==> config.mk <==
export PLATFORM = sky130hd
export DESIGN_NAME = tour_move_sequencer_flat
export DESIGN_NICKNAME = d
export VERILOG_FILES = /design/src/rtl/tour_move_sequencer_if.sv /design/src/rtl/tour_move_sequencer.sv /design/src/flat_wrapper.sv
export SDC_FILE = /design/constraint.sdc
export NUM_CORES = 1
export LEC_CHECK = 0
export ABC_AREA = 1
export CAP_MARGIN = 20
export CORE_ASPECT_RATIO = 0.6
export CORE_UTILIZATION = 40
export DETAILED_ROUTE_END_ITERATION = 8
export GPL_TIMING_DRIVEN = 0
export PLACE_DENSITY = 0.78
export SLEW_MARGIN = 0
export SYNTH_ARGS = -nofsm -noshare
export SYNTH_HDL_FRONTEND = slang
export SYNTH_SLANG_ARGS = --single-unit
==> constraint.sdc <==
create_clock -name clk -period 3.8 [get_ports clk]
set_clock_uncertainty 0.05 [all_clocks]
set_input_delay 0.76 -clock clk [delete_from_list [all_inputs] [get_ports clk]]
set_output_delay 0.76 -clock clk [all_outputs]
set_load 0.01 [all_outputs]
==> src/rtl/tour_move_sequencer_if.sv <==
// Command-path bundle between UART_wrapper, the tour move sequencer and cmd_proc.
//   cmd_UART / cmd_rdy_UART / clr_cmd_rdy_UART : command arriving from the UART side
//   cmd / cmd_rdy / clr_cmd_rdy                : command presented to cmd_proc
//   send_resp / resp                           : completion strobe and response byte
// The master modport is the sequencer; the slave modport is its environment
// (UART_wrapper plus cmd_proc).
interface tour_move_sequencer_if;
    logic [15:0] cmd_UART;
    logic        cmd_rdy_UART;
    logic        clr_cmd_rdy_UART;
    logic [15:0] cmd;
    logic        cmd_rdy;
    logic        clr_cmd_rdy;
    logic        send_resp;
    logic [7:0]  resp;

    modport master (
        input  cmd_UART,
        input  cmd_rdy_UART,
        output clr_cmd_rdy_UART,
        output cmd,
        output cmd_rdy,
        input  clr_cmd_rdy,
        input  send_resp,
        output resp
    );

    modport slave (
        output cmd_UART,
        output cmd_rdy_UART,
        input  clr_cmd_rdy_UART,
        input  cmd,
        input  cmd_rdy,
        output clr_cmd_rdy,
        output send_resp,
        input  resp
    );
endinterface

==> src/rtl/tour_move_sequencer.sv <==
// Tour move sequencer: passes UART commands straight to cmd_proc while idle,
// and after start_tour replays the solved knight's tour one move at a time.
// Each one-hot move becomes a vertical-leg command (opcode 4'h4) followed by
// a horizontal-leg command (opcode 4'h5, with fanfare).
// Ports:
//   clk, rst    : clock, synchronous active-high reset
//   start_tour  : one-cycle pulse, tour solved, begin replay
//   move        : one-hot move read from tour memory at mv_indx
//   mv_indx     : move index presented to tour memory
//   tour_err    : one-cycle pulse when a non-one-hot move is read
//   bus         : UART / cmd_proc command path (master modport)
module tour_move_sequencer #(
    parameter int NUM_MOVES = 24,
    parameter int IDX_W     = 5
) (
    input  logic                  clk,
    input  logic                  rst,
    input  logic                  start_tour,
    input  logic [7:0]            move,
    output logic [IDX_W-1:0]      mv_indx,
    output logic                  tour_err,
    tour_move_sequencer_if.master bus
);

    localparam logic [IDX_W-1:0] IDX_ZERO = {IDX_W{1'b0}};
    localparam logic [IDX_W-1:0] IDX_ONE  = IDX_W'(1);
    localparam logic [IDX_W-1:0] IDX_LAST = IDX_W'(NUM_MOVES - 1);

    localparam logic [7:0] HDG_N = 8'h00;
    localparam logic [7:0] HDG_W = 8'h3F;
    localparam logic [7:0] HDG_S = 8'h7F;
    localparam logic [7:0] HDG_E = 8'hBF;

    typedef enum logic [2:0] {
        ST_IDLE   = 3'd0,
        ST_LOAD   = 3'd1,
        ST_VERT   = 3'd2,
        ST_WAIT_V = 3'd3,
        ST_HORZ   = 3'd4,
        ST_WAIT_H = 3'd5
    } state_t;

    state_t           state_r, state_s;
    logic [IDX_W-1:0] mv_indx_r, mv_indx_s;
    logic [7:0]       move_r, move_s;
    logic             tour_err_r, tour_err_s;
    logic             last_move_s;

    // Exactly one bit set: non-zero and clearing the lowest set bit leaves zero.
    function automatic logic is_one_hot(input logic [7:0] m);
        return (m != 8'h00) && ((m & (m - 8'h01)) == 8'h00);
    endfunction

    // Vertical leg of a knight move: north/south by one or two squares.
    function automatic logic [15:0] vert_leg(input logic [7:0] m);
        logic [15:0] leg;
        case (m)
            8'h01, 8'h02: leg = {4'h4, HDG_N, 4'h2};
            8'h04, 8'h80: leg = {4'h4, HDG_N, 4'h1};
            8'h08, 8'h40: leg = {4'h4, HDG_S, 4'h1};
            8'h10, 8'h20: leg = {4'h4, HDG_S, 4'h2};
            default:      leg = 16'h0000;
        endcase
        return leg;
    endfunction

    // Horizontal leg of a knight move: east/west by one or two squares.
    function automatic logic [15:0] horz_leg(input logic [7:0] m);
        logic [15:0] leg;
        case (m)
            8'h01, 8'h20: leg = {4'h5, HDG_E, 4'h1};
            8'h02, 8'h10: leg = {4'h5, HDG_W, 4'h1};
            8'h04, 8'h08: leg = {4'h5, HDG_W, 4'h2};
            8'h40, 8'h80: leg = {4'h5, HDG_E, 4'h2};
            default:      leg = 16'h0000;
        endcase
        return leg;
    endfunction

    assign last_move_s = (mv_indx_r == IDX_LAST);
    assign mv_indx     = mv_indx_r;
    assign tour_err    = tour_err_r;

    // State, move index, captured move and error-pulse registers.
    always_ff @(posedge clk) begin
        if (rst) begin
            state_r    <= ST_IDLE;
            mv_indx_r  <= IDX_ZERO;
            move_r     <= 8'h00;
            tour_err_r <= 1'b0;
        end else begin
            state_r    <= state_s;
            mv_indx_r  <= mv_indx_s;
            move_r     <= move_s;
            tour_err_r <= tour_err_s;
        end
    end

    // Next-state logic; each state reacts only to the strobe that is meaningful
    // to it, so stray clr_cmd_rdy/send_resp/start_tour pulses never skip a leg.
    always_comb begin
        state_s    = state_r;
        mv_indx_s  = mv_indx_r;
        move_s     = move_r;
        tour_err_s = 1'b0;
        case (state_r)
            ST_IDLE: begin
                if (start_tour) begin
                    mv_indx_s = IDX_ZERO;
                    state_s   = ST_LOAD;
                end else begin
                    state_s   = ST_IDLE;
                end
            end
            ST_LOAD: begin
                move_s = move;
                if (is_one_hot(move)) begin
                    state_s    = ST_VERT;
                end else begin
                    tour_err_s = 1'b1;
                    state_s    = ST_IDLE;
                end
            end
            ST_VERT: begin
                if (bus.clr_cmd_rdy) begin
                    state_s = ST_WAIT_V;
                end else begin
                    state_s = ST_VERT;
                end
            end
            ST_WAIT_V: begin
                if (bus.send_resp) begin
                    state_s = ST_HORZ;
                end else begin
                    state_s = ST_WAIT_V;
                end
            end
            ST_HORZ: begin
                if (bus.clr_cmd_rdy) begin
                    state_s = ST_WAIT_H;
                end else begin
                    state_s = ST_HORZ;
                end
            end
            ST_WAIT_H: begin
                if (bus.send_resp && last_move_s) begin
                    mv_indx_s = IDX_ZERO;
                    state_s   = ST_IDLE;
                end else if (bus.send_resp) begin
                    mv_indx_s = mv_indx_r + IDX_ONE;
                    state_s   = ST_LOAD;
                end else begin
                    state_s   = ST_WAIT_H;
                end
            end
            default: begin
                mv_indx_s = IDX_ZERO;
                state_s   = ST_IDLE;
            end
        endcase
    end

    // Output mux: UART pass-through in IDLE, leg commands during the tour.
    // The UART ack is suppressed outside IDLE so a pending command waits.
    always_comb begin
        bus.cmd              = vert_leg(move_r);
        bus.cmd_rdy          = 1'b0;
        bus.clr_cmd_rdy_UART = 1'b0;
        bus.resp             = 8'h5A;
        case (state_r)
            ST_IDLE: begin
                bus.cmd              = bus.cmd_UART;
                bus.cmd_rdy          = bus.cmd_rdy_UART;
                bus.clr_cmd_rdy_UART = bus.clr_cmd_rdy;
                bus.resp             = 8'hA5;
            end
            ST_LOAD, ST_WAIT_V: begin
                bus.cmd = vert_leg(move_r);
            end
            ST_VERT: begin
                bus.cmd     = vert_leg(move_r);
                bus.cmd_rdy = 1'b1;
            end
            ST_HORZ: begin
                bus.cmd     = horz_leg(move_r);
                bus.cmd_rdy = 1'b1;
            end
            ST_WAIT_H: begin
                bus.cmd = horz_leg(move_r);
                if (last_move_s) begin
                    bus.resp = 8'hA5;
                end else begin
                    bus.resp = 8'h5A;
                end
            end
            default: begin
                bus.cmd  = bus.cmd_UART;
                bus.resp = 8'hA5;
            end
        endcase
    end

endmodule

==> src/flat_wrapper.sv <==
// flat-port wrapper written by rule: the top's interface ports become plain ports
module tour_move_sequencer_flat 
#(
    parameter int NUM_MOVES = 24,
    parameter int IDX_W     = 5
)
  (clk, rst, start_tour, move, mv_indx, tour_err, bus_cmd_UART, bus_cmd_rdy_UART, bus_clr_cmd_rdy_UART, bus_cmd, bus_cmd_rdy, bus_clr_cmd_rdy, bus_send_resp, bus_resp);
  tour_move_sequencer_if bus_i ();
  input  logic clk;
  input  logic rst;
  input  logic start_tour;
  input  logic [7:0] move;
  output logic [IDX_W-1:0] mv_indx;
  output logic tour_err;
  input wire logic [$bits(bus_i.cmd_UART)-1:0] bus_cmd_UART;
  input wire logic [$bits(bus_i.cmd_rdy_UART)-1:0] bus_cmd_rdy_UART;
  output wire logic [$bits(bus_i.clr_cmd_rdy_UART)-1:0] bus_clr_cmd_rdy_UART;
  output wire logic [$bits(bus_i.cmd)-1:0] bus_cmd;
  output wire logic [$bits(bus_i.cmd_rdy)-1:0] bus_cmd_rdy;
  input wire logic [$bits(bus_i.clr_cmd_rdy)-1:0] bus_clr_cmd_rdy;
  input wire logic [$bits(bus_i.send_resp)-1:0] bus_send_resp;
  output wire logic [$bits(bus_i.resp)-1:0] bus_resp;
  assign bus_i.cmd_UART = bus_cmd_UART;
  assign bus_i.cmd_rdy_UART = bus_cmd_rdy_UART;
  assign bus_clr_cmd_rdy_UART = bus_i.clr_cmd_rdy_UART;
  assign bus_cmd = bus_i.cmd;
  assign bus_cmd_rdy = bus_i.cmd_rdy;
  assign bus_i.clr_cmd_rdy = bus_clr_cmd_rdy;
  assign bus_i.send_resp = bus_send_resp;
  assign bus_resp = bus_i.resp;
  tour_move_sequencer #(.NUM_MOVES(NUM_MOVES), .IDX_W(IDX_W)) u_core (.clk(clk), .rst(rst), .start_tour(start_tour), .move(move), .mv_indx(mv_indx), .tour_err(tour_err), .bus(bus_i));
endmodule
==> tab_implementation.tex, run 1 <==
\begin{tabular}{lr}
\hline
Metric & Value \\
\hline
\multicolumn{2}{l}{\textbf{Worst setup path}} \\
\quad WS Path Type & register to output pin \\
\quad Worst-path fanout max & 5 \\
\quad Data required time of the worst path & 2.99 ns \\
\quad Crit start category & register \\
\quad Data arrival time of the critical path & 2.22 ns \\
\quad CP endpoint kind & output pin \\
\multicolumn{2}{l}{\textbf{Run status}} \\
\quad Run status & finished, final reports clean \\
\multicolumn{2}{l}{\textbf{Synthesis}} \\
\quad Number of synthesized register bits & 17 \\
\quad Sequential element share of the synthesized area & 26.7\% \\
\quad Area fraction of the dominant cell type after synthesis & 26.7\% \\
\quad Netlist cell types & 27 \\
\quad Biggest area consumer among synthesized cells & sky130\_fd\_sc\_hd\_\_dfxtp\_1 \\
\quad Mean cell area of the mapped netlist & 5.97 sq um \\
\quad Top post-synthesis cells by area & sky130\_fd\_sc\_hd\_\_dfxtp\_1 27\%, sky130\_fd\_sc\_hd\_\_nand2\_1 15\%, sky130\_fd\_sc\_hd\_\_nor2\_1 10\% \\
\quad Count of yosys warnings during synthesis & 0 \\
\quad Mapped Nets & 244 \\
\quad Post-Synthesis Cell Area & 0.00127 sq mm \\
\quad Gate count after technology mapping & 213 \\
\multicolumn{2}{l}{\textbf{Global routing}} \\
\quad Most congested layer reported by global routing & met1 \\
\quad Met2 demand-to-capacity share in global routing & 27.4\% \\
\quad Pin count of the biggest net entering global routing & 11 \\
\quad Initial antenna violation count & 0 \\
\quad Met3 global-route usage & 5.97\% \\
\quad GRT met1 Usage & 27.5\% \\
\quad Total congestion overflow & 0 \\
\quad Global-route wire length before repair & 4.95 mm \\
\quad Overall fraction of global-route tracks in use & 19.0\% \\
\quad Via count of the first global-routing pass & 1137 \\
\multicolumn{2}{l}{\textbf{Die}} \\
\quad Initial core utilization & 43.2\% \\
\quad Number of core rows & 15 \\
\quad Number of I/O pins & 62 \\
\quad Die outline area & 0.00342 sq mm \\
\quad Die Ht & 45.7 microns \\
\quad Placeable core region & 0.00295 sq mm \\
\quad Die span in x & 74.8 microns \\
\multicolumn{2}{l}{\textbf{Drt}} \\
\quad Post-route antenna net violation count & 0 \\
\quad DR pass1 iterations & 4 \\
\quad Detailed-route vias per instance & 4.71 \\
\quad Number of remaining DRC errors & 0 \\
\quad Routed vias & 1507 \\
\quad Routed wire length & 3.22 mm \\
\quad Average wire per standard cell & 10.1 microns \\
\quad Starting DRC count in detailed routing & 63 \\
\multicolumn{2}{l}{\textbf{Power}} \\
\quad VDD IR max & 293 uV \\
\quad Net switching share of the total power & 29.4\% \\
\quad Leak Pwr & 0.911 nW \\
\quad Total power divided by cell area & 260 mW/mm\^{}2 \\
\quad Clock network fraction of total power & 25.6\% \\
\quad Internal portion of total power & 0.364 mW \\
\quad Comb pwr share & 36.6\% \\
\quad Flop pwr share & 37.8\% \\
\quad Switching power & 0.152 mW \\
\multicolumn{2}{l}{\textbf{Clock tree}} \\
\quad Post-CTS sizing & 0 \\
\quad Clock insertion delay at the later pin of the skew report & 0.25 ns \\
\quad Hold buffer count at CTS & 0 \\
\quad TritonCTS clock tree & built \\
\quad Post-CTS clock slew at the launch and capture registers of the worst setup and hold paths & 0.07 ns \\
\quad Total setup buffers inserted after CTS & 0 \\
\quad Number of buffers created by CTS & 3 \\
\quad H-Tree Depth & 1 \\
\quad Deepest clock path buffer count & 2 \\
\quad Num Clock Sinks & 17 \\
\quad Cell at the root of the clock tree & sky130\_fd\_sc\_hd\_\_clkbuf\_8 \\
\multicolumn{2}{l}{\textbf{Placement}} \\
\quad Detailed Place HPWL & 2.72 mm \\
\quad Routability Congestion & 0.834 \\
\quad Port Buf Inserts & 61 \\
\quad Number of placed cells counting well taps & 316 \\
\multicolumn{2}{l}{\textbf{STA}} \\
\quad Final setup fails & 0 \\
\quad Slew at the pin closest to its max-slew limit & 0.381 ns \\
\quad Setup repair after global routing missed its margin & false \\
\quad Final hold viol count & 0 \\
\quad Final Max Tran Viols & 0 \\
\quad Timing-limited maximum frequency & 330 MHz \\
\quad Final Hold Slack & 0.436 ns \\
\quad Worst rel slew slack & 74.6\% \\
\quad Aggregate negative setup slack & 0 ns \\
\quad Share of the clock period used by the worst path & 79.8\% \\
\quad Min cycle time layout & 3.03 ns \\
\multicolumn{2}{l}{\textbf{Layout}} \\
\quad Fill cell count & 270 \\
\quad Synthesis-to-layout area growth & 55.7\% \\
\quad Ratio of cells with drive above 1 in the final layout & 8.63\% \\
\quad Layout net count & 310 \\
\quad Final Non-Filler Cells & 320 \\
\quad Diodes inserted & 0 \\
\multicolumn{2}{l}{\textbf{Worst hold path}} \\
\quad Worst hold path type & register to register \\
\multicolumn{2}{l}{\textbf{Job}} \\
\quad Number of max-cap violations & 0 \\
\hline
\end{tabular}
## power groups by stage
stage | registers (mW) | clock network (mW) | logic, mW
after detailed placement | 0.199 | 0 | 0.189
after global routing | 0.197 | 0.145 | 0.209
final | 0.195 | 0.132 | 0.189
after global placement | 0.199 | 0 | 0.187
after CTS | 0.195 | 0.135 | 0.190
after floorplan | 0.198 | 0 | 0.0937
## registers in the layout (all words and copies together), names as in the netlist
signal and count:
u_core.state_r 3, u_core.tour_err 1, u_core.move_r 8, u_core.mv_indx 5
## metrics by stage
stage / power, mW / utilization, % / cell area [sq um] / setup slack, ns
2_1_floorplan: 0.292 / - / 1270 / 1.43
6_report: 0.516 / 67.2 / 1980 / 0.768
5_1_grt: 0.551 / 67.2 / 1980 / 0.526
4_1_cts: 0.520 / 67.2 / 1980 / 0.761
3_5_place_dp: 0.388 / 65.7 / 1940 / 1.03
3_3_place_gp: 0.386 / 65.7 / 1940 / 1.03
## layout by cell type, fill, tap and decap left out, types with 3 or more instances in the layout
cell / n
sky130_fd_sc_hd__buf_4: 7
sky130_fd_sc_hd__nor2_1: 35
sky130_fd_sc_hd__a21oi_1: 13
sky130_fd_sc_hd__nand2_1: 51
sky130_fd_sc_hd__clkbuf_8: 3
sky130_fd_sc_hd__o21ai_0: 12
sky130_fd_sc_hd__nand4_1: 3
sky130_fd_sc_hd__nand3_1: 21
sky130_fd_sc_hd__inv_1: 29
sky130_fd_sc_hd__nor2_2: 4
sky130_fd_sc_hd__clkdlybuf4s50_1: 61
sky130_fd_sc_hd__dfxtp_1: 17
## synthesized netlist by cell type
library cell / n
sky130_fd_sc_hd__nand2_1: 51
sky130_fd_sc_hd__nor2_1: 35
sky130_fd_sc_hd__inv_1: 29
sky130_fd_sc_hd__nand3_1: 21
sky130_fd_sc_hd__dfxtp_1: 17
sky130_fd_sc_hd__a21oi_1: 13
sky130_fd_sc_hd__o21ai_0: 12
sky130_fd_sc_hd__buf_4: 7
sky130_fd_sc_hd__nor2_2: 4
sky130_fd_sc_hd__nand4_1: 3
sky130_fd_sc_hd__nor3_1: 2
sky130_fd_sc_hd__o211ai_1: 2
sky130_fd_sc_hd__o21ai_2: 2
sky130_fd_sc_hd__xor2_1: 2
sky130_fd_sc_hd__a21oi_2: 1
sky130_fd_sc_hd__a31o_2: 1
sky130_fd_sc_hd__clkbuf_1: 1
sky130_fd_sc_hd__ha_1: 1
sky130_fd_sc_hd__inv_2: 1
sky130_fd_sc_hd__nand2_4: 1
sky130_fd_sc_hd__nand3_2: 1
sky130_fd_sc_hd__nand3b_1: 1
sky130_fd_sc_hd__nor3_4: 1
sky130_fd_sc_hd__o21a_1: 1
sky130_fd_sc_hd__o21bai_2: 1
sky130_fd_sc_hd__o22ai_1: 1
sky130_fd_sc_hd__or2_2: 1
## logic make-up (layout without fill, tap and decap cells)
family / Yosys count / count (layout) / synth area share, %
buffers and inverters: 38 / 103 / 13.3
adders and majority gates: 1 / 1 / 0.983
and+or+nand+nor: 121 / 121 / 41.9
AOI/OAI and AO/OA: 34 / 34 / 15.7
DFF: 17 / 17 / 26.7
xor gates and xnor gates: 2 / 2 / 1.38
## final timing paths
| kind | startpoint | endpoint | slack [ns] | cells after the start |
|---|---|---|---|---|
| min | u_core.move_r[1] | u_core.move_r[1] | 0.44 | 2 |
| max | u_core.mv_indx[0] | bus_resp[6] | 0.77 | 8 |
| max reg2reg | u_core.state_r[1] | u_core.mv_indx[3] | 2.33 | 9 |
| min reg2reg | u_core.move_r[1] | u_core.move_r[1] | 0.44 | 2 |
## layout make-up
class	instances	area [sq um]	share of cell area [%]
multi-input combinational	158	763	38.5
inverter	30	113	5.69
tap	42	52.6	2.65
buffer	8	56.3	2.84
clock buffer	4	45.0	2.27
timing repair buffer	61	611	30.8
sequential	17	340	17.2
## critical path, stage by stage, from the launching register on
cell	delay, ns
sky130_fd_sc_hd__dfxtp_1	0.39
sky130_fd_sc_hd__ha_1	0.25
sky130_fd_sc_hd__nand2_1	0.07
sky130_fd_sc_hd__nor3_1	0.13
sky130_fd_sc_hd__nor2_1	0.13
sky130_fd_sc_hd__nor2_1	0.26
sky130_fd_sc_hd__inv_1	0.13
sky130_fd_sc_hd__buf_4	0.15
sky130_fd_sc_hd__clkdlybuf4s50_1	0.47
## per-layer routing
layer	routed length [microns]	share of wire [%]
met3	332	10
met5	0	0
met4	19	0.59
met1	1660	51
met2	1210	38
Power figures use the tool's default switching activity.
==> run 2: changes to the inputs <==
==> constraint.sdc (replaced) <==
create_clock -name clk -period 2.8 [get_ports clk]
set_clock_uncertainty 0.05 [all_clocks]
set_input_delay 0.56 -clock clk [delete_from_list [all_inputs] [get_ports clk]]
set_output_delay 0.56 -clock clk [all_outputs]
set_load 0.01 [all_outputs]
==> run 2 against run 1 <==
Compared with the run above:
- sequential power is 38% higher
- total power is 38% higher
- design area increased by 3.5%
- global-route usage rose by 0.096 points
- routed wire length is 5.2% higher
- register-to-register slack worse by 1.1 ns
- via count is the same
- sequential share of layout area fell by 0.52 points
- final cell count unchanged
- combinational power grew 41%
- core utilization grew 2.3 points
- critical path depth unchanged
- largest power group unchanged
==> tab_implementation.tex, run 2 (synthesis results as in run 1) <==
\begin{tabular}{lr}
\hline
Metric & Value \\
\hline
\multicolumn{2}{l}{\textbf{Worst setup path}} \\
\quad WS Path Type & register to output pin \\
\quad Data arrival time of the critical path & 2.07 ns \\
\quad Data required time of the worst path & 2.19 ns \\
\quad Worst flop-to-flop path startpoint & u\_core.state\_r[2] \\
\quad Most numerous cell on the critical path & sky130\_fd\_sc\_hd\_\_nor2\_4 \\
\quad Worst-path fanout max & 5 \\
\quad Cells along the critical path & ha\_2 > nand2\_1 > nor3\_2 > nor2\_4 > nor2\_4 > inv\_1 > buf\_4 > clkdlybuf4s50\_1 \\
\quad Slowest cell on the critical path & sky130\_fd\_sc\_hd\_\_clkdlybuf4s50\_1 \\
\quad Delay of the slowest cell on the worst path & 0.47 ns \\
\quad Worst setup startpoint & u\_core.mv\_indx[1] \\
\quad CP endpoint kind & output pin \\
\quad Crit start category & register \\
\multicolumn{2}{l}{\textbf{Clock tree}} \\
\quad Num Clock Sinks & 17 \\
\quad Deepest clock path buffer count & 2 \\
\quad H-Tree Depth & 1 \\
\quad Total setup buffers inserted after CTS & 0 \\
\quad Number of buffers created by CTS & 3 \\
\quad TritonCTS clock tree & built \\
\quad Post-CTS clock slew at the launch and capture registers of the worst setup and hold paths & 0.06 ns \\
\quad Hold buffer count at CTS & 0 \\
\quad Cell at the root of the clock tree & sky130\_fd\_sc\_hd\_\_clkbuf\_8 \\
\quad Clock insertion delay at the later pin of the skew report & 0.25 ns \\
\multicolumn{2}{l}{\textbf{Drt}} \\
\quad Number of remaining DRC errors & 0 \\
\quad Starting DRC count in detailed routing & 57 \\
\quad Average wire per standard cell & 10.6 microns \\
\quad Routed wire length & 3.39 mm \\
\quad DR pass1 iterations & 4 \\
\quad Post-route antenna net violation count & 0 \\
\quad Detailed-route vias per instance & 4.71 \\
\quad Routed vias & 1507 \\
\multicolumn{2}{l}{\textbf{Die}} \\
\quad Die outline area & 0.00342 sq mm \\
\quad Placeable core region & 0.00295 sq mm \\
\quad Initial core utilization & 43.2\% \\
\quad Die span in x & 74.8 microns \\
\quad Die Ht & 45.7 microns \\
\quad Number of I/O pins & 62 \\
\quad Number of core rows & 15 \\
\multicolumn{2}{l}{\textbf{Layout}} \\
\quad Diodes inserted & 0 \\
\quad Layout net count & 310 \\
\quad Fill cell count & 267 \\
\quad Largest Register & u\_core.move\_r \\
\quad Commonest non-fill, non-tap cell in the layout & sky130\_fd\_sc\_hd\_\_clkdlybuf4s50\_1 \\
\quad Final Non-Filler Cells & 320 \\
\quad Ratio of cells with drive above 1 in the final layout & 12.9\% \\
\quad Synthesis-to-layout area growth & 61.1\% \\
\quad Number of flip-flops under the largest register name & 8 \\
\quad Most used cells in the layout excluding fill and tap cells & 60 x sky130\_fd\_sc\_hd\_\_clkdlybuf4s50\_1, 49 x sky130\_fd\_sc\_hd\_\_nand2\_1, 29 x sky130\_fd\_sc\_hd\_\_inv\_1 \\
\multicolumn{2}{l}{\textbf{STA}} \\
\quad Timing-limited maximum frequency & 373 MHz \\
\quad Post-route setup slack & 0.120 ns \\
\quad Aggregate negative setup slack & 0 ns \\
\quad Slew at the pin closest to its max-slew limit & 0.390 ns \\
\quad Final hold viol count & 0 \\
\quad Share of the clock period used by the worst path & 95.7\% \\
\quad Worst rel slew slack & 74.0\% \\
\quad Setup repair after global routing missed its margin & false \\
\quad Final Max Tran Viols & 0 \\
\quad Final setup fails & 0 \\
\quad Min cycle time layout & 2.68 ns \\
\quad Final Hold Slack & 0.471 ns \\
\multicolumn{2}{l}{\textbf{Placement}} \\
\quad Port Buf Inserts & 61 \\
\quad Number of placed cells counting well taps & 316 \\
\quad Detailed Place HPWL & 2.72 mm \\
\quad Pre-CTS setup slack & 0.245 ns \\
\quad Routability Congestion & 0.834 \\
\multicolumn{2}{l}{\textbf{Global routing}} \\
\quad Initial antenna violation count & 0 \\
\quad Via count of the first global-routing pass & 1138 \\
\quad Total congestion overflow & 0 \\
\quad Pin count of the biggest net entering global routing & 11 \\
\quad Global-route wire length before repair & 4.98 mm \\
\quad Met3 global-route usage & 5.97\% \\
\quad Overall fraction of global-route tracks in use & 19.1\% \\
\quad GRT met1 Usage & 27.6\% \\
\quad Most congested layer reported by global routing & met1 \\
\quad Met2 demand-to-capacity share in global routing & 27.6\% \\
\multicolumn{2}{l}{\textbf{Worst hold path}} \\
\quad Startpoint of the most critical hold path & u\_core.move\_r[1] \\
\quad Worst hold path type & register to register \\
\multicolumn{2}{l}{\textbf{Power}} \\
\quad Power after layout & 0.713 mW \\
\quad VDD IR max & 397 uV \\
\quad Total power divided by cell area & 348 mW/mm\^{}2 \\
\quad Leak Pwr & 0.932 nW \\
\multicolumn{2}{l}{\textbf{Job}} \\
\quad Number of max-cap violations & 0 \\
\multicolumn{2}{l}{\textbf{Run status}} \\
\quad Run status & finished, final reports clean \\
\hline
\end{tabular}
run 2: cell types whose count changed in the layout (fill, tap and decap cells not counted), sizes merged:
cell           change
clkdlybuf4s50      -1
dlymetal6s2s       +1
run 2: critical path, delay by kind of cell (launching register included):
family                   cells  cell delay [ns]
buffers and inverters        3             0.69
AND/OR/NAND/NOR              4             0.51
flip-flops                   1             0.39
adder cells (fa/ha/maj)      1             0.24
run 2: metrics by stage:
step / utilization (%) / cell area (sq um)
finish: 69.6 / 2050
global route: 69.6 / 2050
CTS: 67.4 / 1990
detailed placement: 65.7 / 1940
global placement: 65.7 / 1940
floorplan: - / 1270
run 2: area by class of cell:
| class | count | area (sq um) | share of cell area [%] |
|---|---|---|---|
| plain buffers | 8 | 56.3 | 2.75 |
| clock buffers | 4 | 45.0 | 2.20 |
| inverters | 30 | 113 | 5.49 |
| multi-input cells | 158 | 828 | 40.4 |
| flip-flops and latches | 17 | 342 | 16.7 |
| well taps | 42 | 52.6 | 2.56 |
| repair buffers | 61 | 613 | 29.9 |
run 2: what timing repair did:
item,in CTS,in global routing
setup endpoints to repair,6,19
resized for setup,2,18
pin swaps,0,0
hold endpoints to repair,0,0
run 2: path summary, 6_finish.rpt:
check / endpoint / slack [ns] / cells after the start
worst min register to register: u_core.move_r[1] / 0.47 / 2
worst max register to register: u_core.mv_indx[0] / 1.28 / 6
worst min-delay path: u_core.move_r[1] / 0.47 / 2
worst max-delay path: bus_resp[6] / 0.12 / 8
run 2: power by group:
part           internal, mW  total [mW]  switching, mW
sequential            0.254       0.269         0.0142
combinational         0.144       0.266          0.122
clock                 0.101       0.178         0.0776
run 2: layer usage:
metal | part of all wire [%] | routed length [microns]
met3 | 10 | 356
met2 | 38 | 1290
met4 | 0.56 | 19
met5 | 0 | 0
met1 | 51 | 1730
